==> config.mk <==
export PLATFORM = sky130hd
export DESIGN_NAME = multdiv_ctrl
export DESIGN_NICKNAME = d
export VERILOG_FILES = /design/src/rtl/multdiv_ctrl.sv
export SDC_FILE = /design/constraint.sdc
export NUM_CORES = 1
export LEC_CHECK = 0
export CORE_AREA = 2 2 148 150
export DETAILED_ROUTE_END_ITERATION = 10
export DIE_AREA = 0 0 150 152
export PLACE_DENSITY = 0.67
export RECOVER_POWER = 25
export SLEW_MARGIN = 30
export SYNTH_ARGS = -nofsm -noshare
export SYNTH_HDL_FRONTEND = slang
export SYNTH_SLANG_ARGS = --single-unit
==> constraint.sdc <==
create_clock -name clock -period 4.8 [get_ports clock]
set_clock_uncertainty 0.2 [all_clocks]
set_input_delay 0.96 -clock clock [delete_from_list [all_inputs] [get_ports clock]]
set_output_delay 0.96 -clock clock [all_outputs]
set_load 0.01 [all_outputs]
==> src/rtl/multdiv_ctrl.sv <==
// Sequencer for iterative multiply/divide cores: latches operands, strobes and
// enables the selected core, fixes up the quotient sign and publishes results.
module multdiv_ctrl #(
  parameter int DIV_CYCLES  = 32,
  parameter int MULT_CYCLES = 16
) (
  input  logic        clock,
  input  logic        reset,
  input  logic        ctrl_MULT,
  input  logic        ctrl_DIV,
  input  logic [31:0] data_operandA,
  input  logic [31:0] data_operandB,
  output logic [31:0] core_opA,
  output logic [31:0] core_opB,
  output logic        core_start_mult,
  output logic        core_start_div,
  output logic        mult_enable,
  output logic        div_enable,
  input  logic [31:0] mult_result,
  input  logic        mult_overflow,
  input  logic [31:0] div_result,
  output logic [31:0] data_result,
  output logic        data_exception,
  output logic        data_resultRDY,
  output logic        busy
);

  localparam int MAX_CYCLES = (DIV_CYCLES > MULT_CYCLES) ? DIV_CYCLES : MULT_CYCLES;
  localparam int CW = $clog2(MAX_CYCLES) + 1;
  localparam logic [CW-1:0] MULT_LAST = CW'(MULT_CYCLES - 1);
  localparam logic [CW-1:0] DIV_LAST  = CW'(DIV_CYCLES - 1);

  typedef enum logic [2:0] {IDLE, LOAD_M, LOAD_D, RUN_M, RUN_D, FIN} state_t;

  state_t        state, state_nxt;
  logic [CW-1:0] count;
  logic          neg, op_div, div_zero, start;
  logic [31:0]   abs_a, abs_b;

  assign start = ctrl_MULT | ctrl_DIV;
  // Magnitudes for the unsigned divider; |0x80000000| stays 0x80000000.
  assign abs_a = data_operandA[31] ? 32'd0 - data_operandA : data_operandA;
  assign abs_b = data_operandB[31] ? 32'd0 - data_operandB : data_operandB;

  // NOTE: sequential state uses non-blocking assignments so every register
  // samples pre-edge values, independent of block ordering.
  always_ff @(posedge clock) begin
    if (!reset) state <= IDLE;
    else        state <= state_nxt;
  end

  // NOTE: every output of this block gets a default first so no path can
  // leave it unassigned and infer a latch.
  always_comb begin
    state_nxt       = state;
    core_start_mult = 1'b0;
    core_start_div  = 1'b0;
    mult_enable     = 1'b0;
    div_enable      = 1'b0;
    busy            = (state != IDLE);
    case (state)
      LOAD_M: begin
        core_start_mult = 1'b1;
        state_nxt       = RUN_M;
      end
      LOAD_D: begin
        core_start_div = 1'b1;
        state_nxt      = RUN_D;
      end
      RUN_M: begin
        mult_enable = 1'b1;
        if (count == MULT_LAST) state_nxt = FIN;
      end
      RUN_D: begin
        div_enable = 1'b1;
        if (count == DIV_LAST) state_nxt = FIN;
      end
      FIN:     state_nxt = IDLE;
      default: state_nxt = IDLE;
    endcase
    // A start pulse restarts from any state; divide wins over multiply.
    if (ctrl_DIV)       state_nxt = (data_operandB == 32'd0) ? FIN : LOAD_D;
    else if (ctrl_MULT) state_nxt = LOAD_M;
  end

  always_ff @(posedge clock) begin
    if (!reset) begin
      count          <= '0;
      neg            <= 1'b0;
      op_div         <= 1'b0;
      div_zero       <= 1'b0;
      core_opA       <= '0;
      core_opB       <= '0;
      data_result    <= '0;
      data_exception <= 1'b0;
      data_resultRDY <= 1'b0;
    end else begin
      data_resultRDY <= 1'b0;
      if (start) begin
        count  <= '0;
        op_div <= ctrl_DIV;
        if (ctrl_DIV) begin
          core_opA <= abs_a;
          core_opB <= abs_b;
          neg      <= data_operandA[31] ^ data_operandB[31];
          div_zero <= (data_operandB == 32'd0);
        end else begin
          core_opA <= data_operandA;
          core_opB <= data_operandB;
          neg      <= 1'b0;
          div_zero <= 1'b0;
        end
      end else begin
        case (state)
          RUN_M, RUN_D: count <= count + CW'(1);
          FIN: begin
            data_resultRDY <= 1'b1;
            if (div_zero) begin
              data_result    <= '0;
              data_exception <= 1'b1;
            end else if (op_div) begin
              data_result    <= neg ? 32'd0 - div_result : div_result;
              data_exception <= 1'b0;
            end else begin
              data_result    <= mult_result;
              data_exception <= mult_overflow;
            end
          end
          default: count <= '0;
        endcase
      end
    end
  end

endmodule
Yosys cells after proc, flatten, opt, wreduce, memory -nomap -nowiden

Index checks and enable logic that the tools add are counted.

Output and inout bits: 103
Logic and storage cells: 56
Register bits after elaboration: 110
Bits in read-only memories: 0
Input port bits: 133
Memories: 0
RAM bits: 0
Bits in latches: 0

Bitwise gates (word level): 4
Reductions and logical operators: 6
Magnitude comparators: 0
Eq/ne operators: 9
$add $sub $neg: 4
Shifts and indexed selects: 0
Div/mod/pow operators: 0
Multiplexer cells: 23
$mul: 0

Operators by type and width:

| cell                                                                   | count |
|---|---|
| 32-bit two-way mux                                                     | 7 |
| 1-bit by 32-bit subtractor with 32-bit output (first input constant)   | 3 |
| 32-bit zero test                                                       | 1 |
| 3-bit two-way mux                                                      | 5 |
| 3-bit one-hot mux with 4 select lines                                  | 1 |
| 6-bit one-hot mux with 2 select lines                                  | 1 |
| 1-bit two-way mux                                                      | 9 |
| 4-bit inequality test (second input constant)                          | 2 |
| 6-bit by 1-bit adder with 6-bit output (second input constant)         | 1 |
| 3-bit by 2-bit equality test with 1-bit output (second input constant) | 2 |
| 3-bit equality test (second input constant)                            | 2 |
| 6-bit by 4-bit equality test with 1-bit output (second input constant) | 1 |
| 6-bit by 5-bit equality test with 1-bit output (second input constant) | 1 |
| 2-bit AND reduction                                                    | 2 |
| 2-bit OR reduction                                                     | 2 |
| 3-bit by 1-bit equality test with 1-bit output (second input constant) | 1 |
| 3-bit nonzero test                                                     | 1 |
| 1-bit inverter                                                         | 2 |
| 1-bit OR                                                               | 1 |
| 1-bit XOR                                                              | 1 |

Logic depth before layout (Yosys ltp)

Depth in word-level cells: 5
Mapped depth: 8
Mapped depth without buffers: 7

Worst setup path before layout

Ideal clock, no wire load.

Path kind: input -> register
Start: input port div_result[12]
End: register data_result[31]
Arrival: 2.727 ns
Slack: 1.741 ns
Stages: 6
Path buffers: 1
Data required time: 4.467 ns
Library setup time: 0.133 ns
Cells stage by stage: or4_4 > or4_1 > buf_6 > o41ai_4 > xor2_1 > o22ai_1

Longest elaborated chain between the ends: 4

Ends and longest elaborated chain:

| what                                          | RTL line | text |
|---|---|---|
| from (decl)                                   | 21       | `input logic [31:0] div_result,` |
| 1-bit by 32-bit subtractor with 32-bit output | 122      | `data_result <= neg ? 32'd0 - div_result : div_result;` |
| 32-bit two-way mux                            | 122      |  |
| 32-bit two-way mux                            | 121      | `end else if (op_div) begin` |
| 32-bit two-way mux                            | 118      | `if (div_zero) begin` |
| to (signal assigned)                          | 122      |  |
| to (signal assigned)                          | 125      | `data_result <= mult_result;` |
| to (decl)                                     | 22       | `output logic [31:0] data_result,` |

No other way between the ends.
A chain may end at the register's enable or synchronous reset.

Worst setup path after layout

Start: input port data_operandA[12]
End: register core_opA[30]

Longest elaborated chain between the ends: 3

Ends and longest elaborated chain:

| what                                          | RTL line | text |
|---|---|---|
| from (decl)                                   | 11       | `input logic [31:0] data_operandA,` |
| 1-bit by 32-bit subtractor with 32-bit output | 42       | `assign abs_a = data_operandA[31] ? 32'd0 - data_operandA : data_operandA;` |
| 32-bit two-way mux                            | 42       |  |
| 32-bit two-way mux                            | 102      | `if (ctrl_DIV) begin` |
| to (signal assigned)                          | 103      | `core_opA <= abs_a;` |
| to (signal assigned)                          | 108      | `core_opA <= data_operandA;` |
| to (decl)                                     | 13       | `output logic [31:0] core_opA,` |

No other way between the ends.

==> impl_metrics.toml <==
[run_status]
status = "complete, no violations"

[synthesis]
synth_edf_count = 0
synth_cell_type_count = 59
synthTopCellsByArea = "dfxtp_1, xor2_1, o21ai_0"
ys_warn_count = 0
yosysSeqAreaShare_pct = 35.00
synthArstFlopShare_pct = 0
synth-seq-cells = 110
yosysTopAreaCell = "dfxtp_1"
syn_avg_cell_area_um2 = 7.963
syn_nets = 927
ys.flop_type = "dfxtp_1"
syn_area_mm2 = 0.006291
yosysTopAreaCellShare_pct = 35.00
syn_inst = 790

[sta]
setup_viol = 0
maxSlewViolCount = 0
tightest_slew_ps = 1388
slew_headroom_pct = 7.473
clock.fmax_ghz = 0.2877
min_period_ps = 3476
hold_violations = 0
rsz0062_at_grt = "no"
finalSetupTns_ps = 0
finalCritPeriodShare_pct = 72.43

[final_layout]
fin_nets = 1132
multi_input_comb_area_mm2 = 0.003824
syn2layout_area_growth_pct = 46.50
fillCellCount = 2154
diodes = 0
final-seq-area_mm2 = 0.002205
fin_cells = 1280
drive_above_1_share_pct = 5.300

[floorplan]
core_area_mm2 = 0.02135
rows = 54
die-area_mm2 = 0.02280
start_util_pct = 29.47
ios = 236
die_h_um = 152
die_x_um = 150

[power]
irDropWorstVdd_mv = 0.1471
leakage_nw = 3.345
power_density_mw_per_mm2 = 253.8

[worst_setup_path]
worstPathArrival_ps = 3520
crit_fanout = 13
required_ps = 4840
crit_buf_inv = 1
crit_path_cell_trace = "clkdlybuf4s50_1 > nor4_1 > nand4_1 > nor4_1 > a2111oi_0 > a311o_1"
crit_type = "input port to flop"
cp-end-kind = "flop"
cpMostUsedCell = "nor4_1"
crit_family = "simple AND/OR/NAND/NOR gates"
cpPeakStageDelay_ps = 550
cp-start-kind = "input port"
worst_path_max_delay_cell = "nand4_1"

[placed_design]
gp_congestion = 0.8259
dp.cells = 1264
post-dp-hpwl_um = 16590
io_buffers = 235

[min_path]
hold_class = "flop to flop"

[global_route]
grt_pass1_wl_um = 35040
antenna_found_initial = 0
grtUsageTotal_pct = 19.19
grt-ovfl-total = 0
grt_pass1_vias = 6479
grt_max_degree = 58

[routing]
ant_nets = 0
totalWireLength_um = 22520
drc_errors = 0
drt-initial-drc-count = 331
first_pass_iters = 4
vias = 6670
wl_per_cell_um = 17.59
vias_per_cell = 5.211

[clock_tree]
htreeDepth = 3
cts_buffers = 9
ctsHoldBuffers = 0
post_cts_buffers = 0
cts_root_buf = "clkbuf_16"
clkSlewWorstSetupHoldPaths_ps = 80
cts_resized = 0
clock-sinks = 110
cts_tree = "yes"
clockBufferDepth = 2
clk-insertion-delay-late_ps = 350

[job]
max-cap-violations = 0
[cells by family (layout without fill, tap and decap cells)]
kind of cell | after synthesis | after routing | synth area share, %
AND/OR/NAND/NOR | 272 | 272 | 21.92
AO/OA/AOI/OAI | 247 | 247 | 25.72
flip-flops | 110 | 110 | 35.00
XOR/XNOR | 76 | 76 | 10.58
buffers and inverters | 71 | 281 | 4.375
multiplexers | 10 | 10 | 1.611
adder cells (fa/ha/maj) | 4 | 4 | 0.7956
[power by group]
group	total [mW]	switching, mW	internal [mW]
clock network	0.851	0.374	0.477
logic	0.493	0.233	0.260
registers	0.996	0.0352	0.961
[synthesized netlist by cell type (all sizes together), types with 3 or more instances]
| library cell | n |
|---|---|
| or4 | 12 |
| xor2 | 50 |
| a311oi | 6 |
| o41ai | 17 |
| o21ai | 65 |
| a211o | 3 |
| nand2b | 3 |
| a22oi | 3 |
| dfxtp | 110 |
| ha | 4 |
| a31oi | 6 |
| mux2i | 9 |
| a41oi | 4 |
| and2 | 5 |
| a21oi | 59 |
| and3 | 23 |
| a22o | 7 |
| a211oi | 16 |
| or2 | 9 |
| buf | 10 |
| nor2 | 72 |
| nand2 | 62 |
| o211ai | 4 |
| xnor2 | 26 |
| nor2b | 5 |
| clkbuf | 43 |
| nand4 | 7 |
| o31ai | 20 |
| inv | 18 |
| or3 | 15 |
| o22ai | 23 |
| nor3 | 22 |
| nand3 | 15 |
| nor3b | 5 |
| nor4 | 13 |
[area by class of cell]
| class | instances | share of cell area, % |
|---|---|---|
| multi-input cells | 609 | 41.49 |
| repair buffers | 247 | 26.47 |
| flip-flops and latches | 110 | 23.92 |
| well taps | 280 | 3.801 |
| clock buffers | 10 | 2.593 |
| clock inverters | 6 | 0.9910 |
| inverters | 18 | 0.7331 |
[worst reg2reg max path, delay by kind of cell, from the launching register on]
family / cells / cell delay (ps)
flops: 1 / 410
compound gates: 2 / 340
simple gates: 3 / 1190
[cells in the final DEF, fill, tap and decap left out, types with 16 or more instances in the layout]
cell type	synthesis	routed
inv_1	18	17
o22ai_1	23	23
o31ai_1	20	20
xnor2_1	26	26
a211oi_1	16	16
nor3_1	21	21
and3_1	23	23
nor2_1	72	70
dlygate4sd3_1	0	51
xor2_1	50	50
clkdlybuf4s50_1	0	184
dfxtp_1	110	108
o21ai_0	64	64
nand2_1	62	62
a21oi_1	59	59
[metal layers]
metal	vias to the layer above	wire, µm	GRT usage (%)
met2	229	10110	31.25
li1	3315	-	-
met4	0	306	4.582
met1	3109	10030	24.73
met5	-	0	0
met3	17	2072	5.946
[worst paths after layout]
kind | from | endpoint | slack (ps) | cells past startpoint
hold reg to reg | core_opA[24] | core_opA[24] | 250 | 2
setup reg to reg | state[2] | data_result[7] | 2520 | 5
hold / removal | core_opA[24] | core_opA[24] | 250 | 2
setup / recovery | data_operandA[12] | core_opA[30] | 1320 | 6
[flip-flops by register name, summed over array words and instances (netlist names)]
signal	cells
core_opA	32
core_opB	32
count	6
data_exception	1
data_result	32
data_resultRDY	1
div_zero	1
neg	1
op_div	1
state	3
[through the flow]
| step | setup slack (ps) | utilization [%] | hold slack (ps) | total power, mW | cell area, µm² |
|---|---|---|---|---|---|
| 4_1_cts | 1356 | 43.16 | 256.8 | 2.381 | 9215 |
| 5_1_grt | 998.9 | 43.17 | 262.9 | 2.456 | 9216 |
| 3_3_place_gp | 1067 | 41.61 | 236.4 | 1.519 | 8884 |
| 2_1_floorplan | 1741 | - | 255.2 | 1.224 | 6291 |
| 3_5_place_dp | 984.3 | 41.61 | 245.0 | 1.520 | 8885 |
| 6_report | 1324 | 43.17 | 251.9 | 2.339 | 9216 |
(Power assumes the default switching activity.)
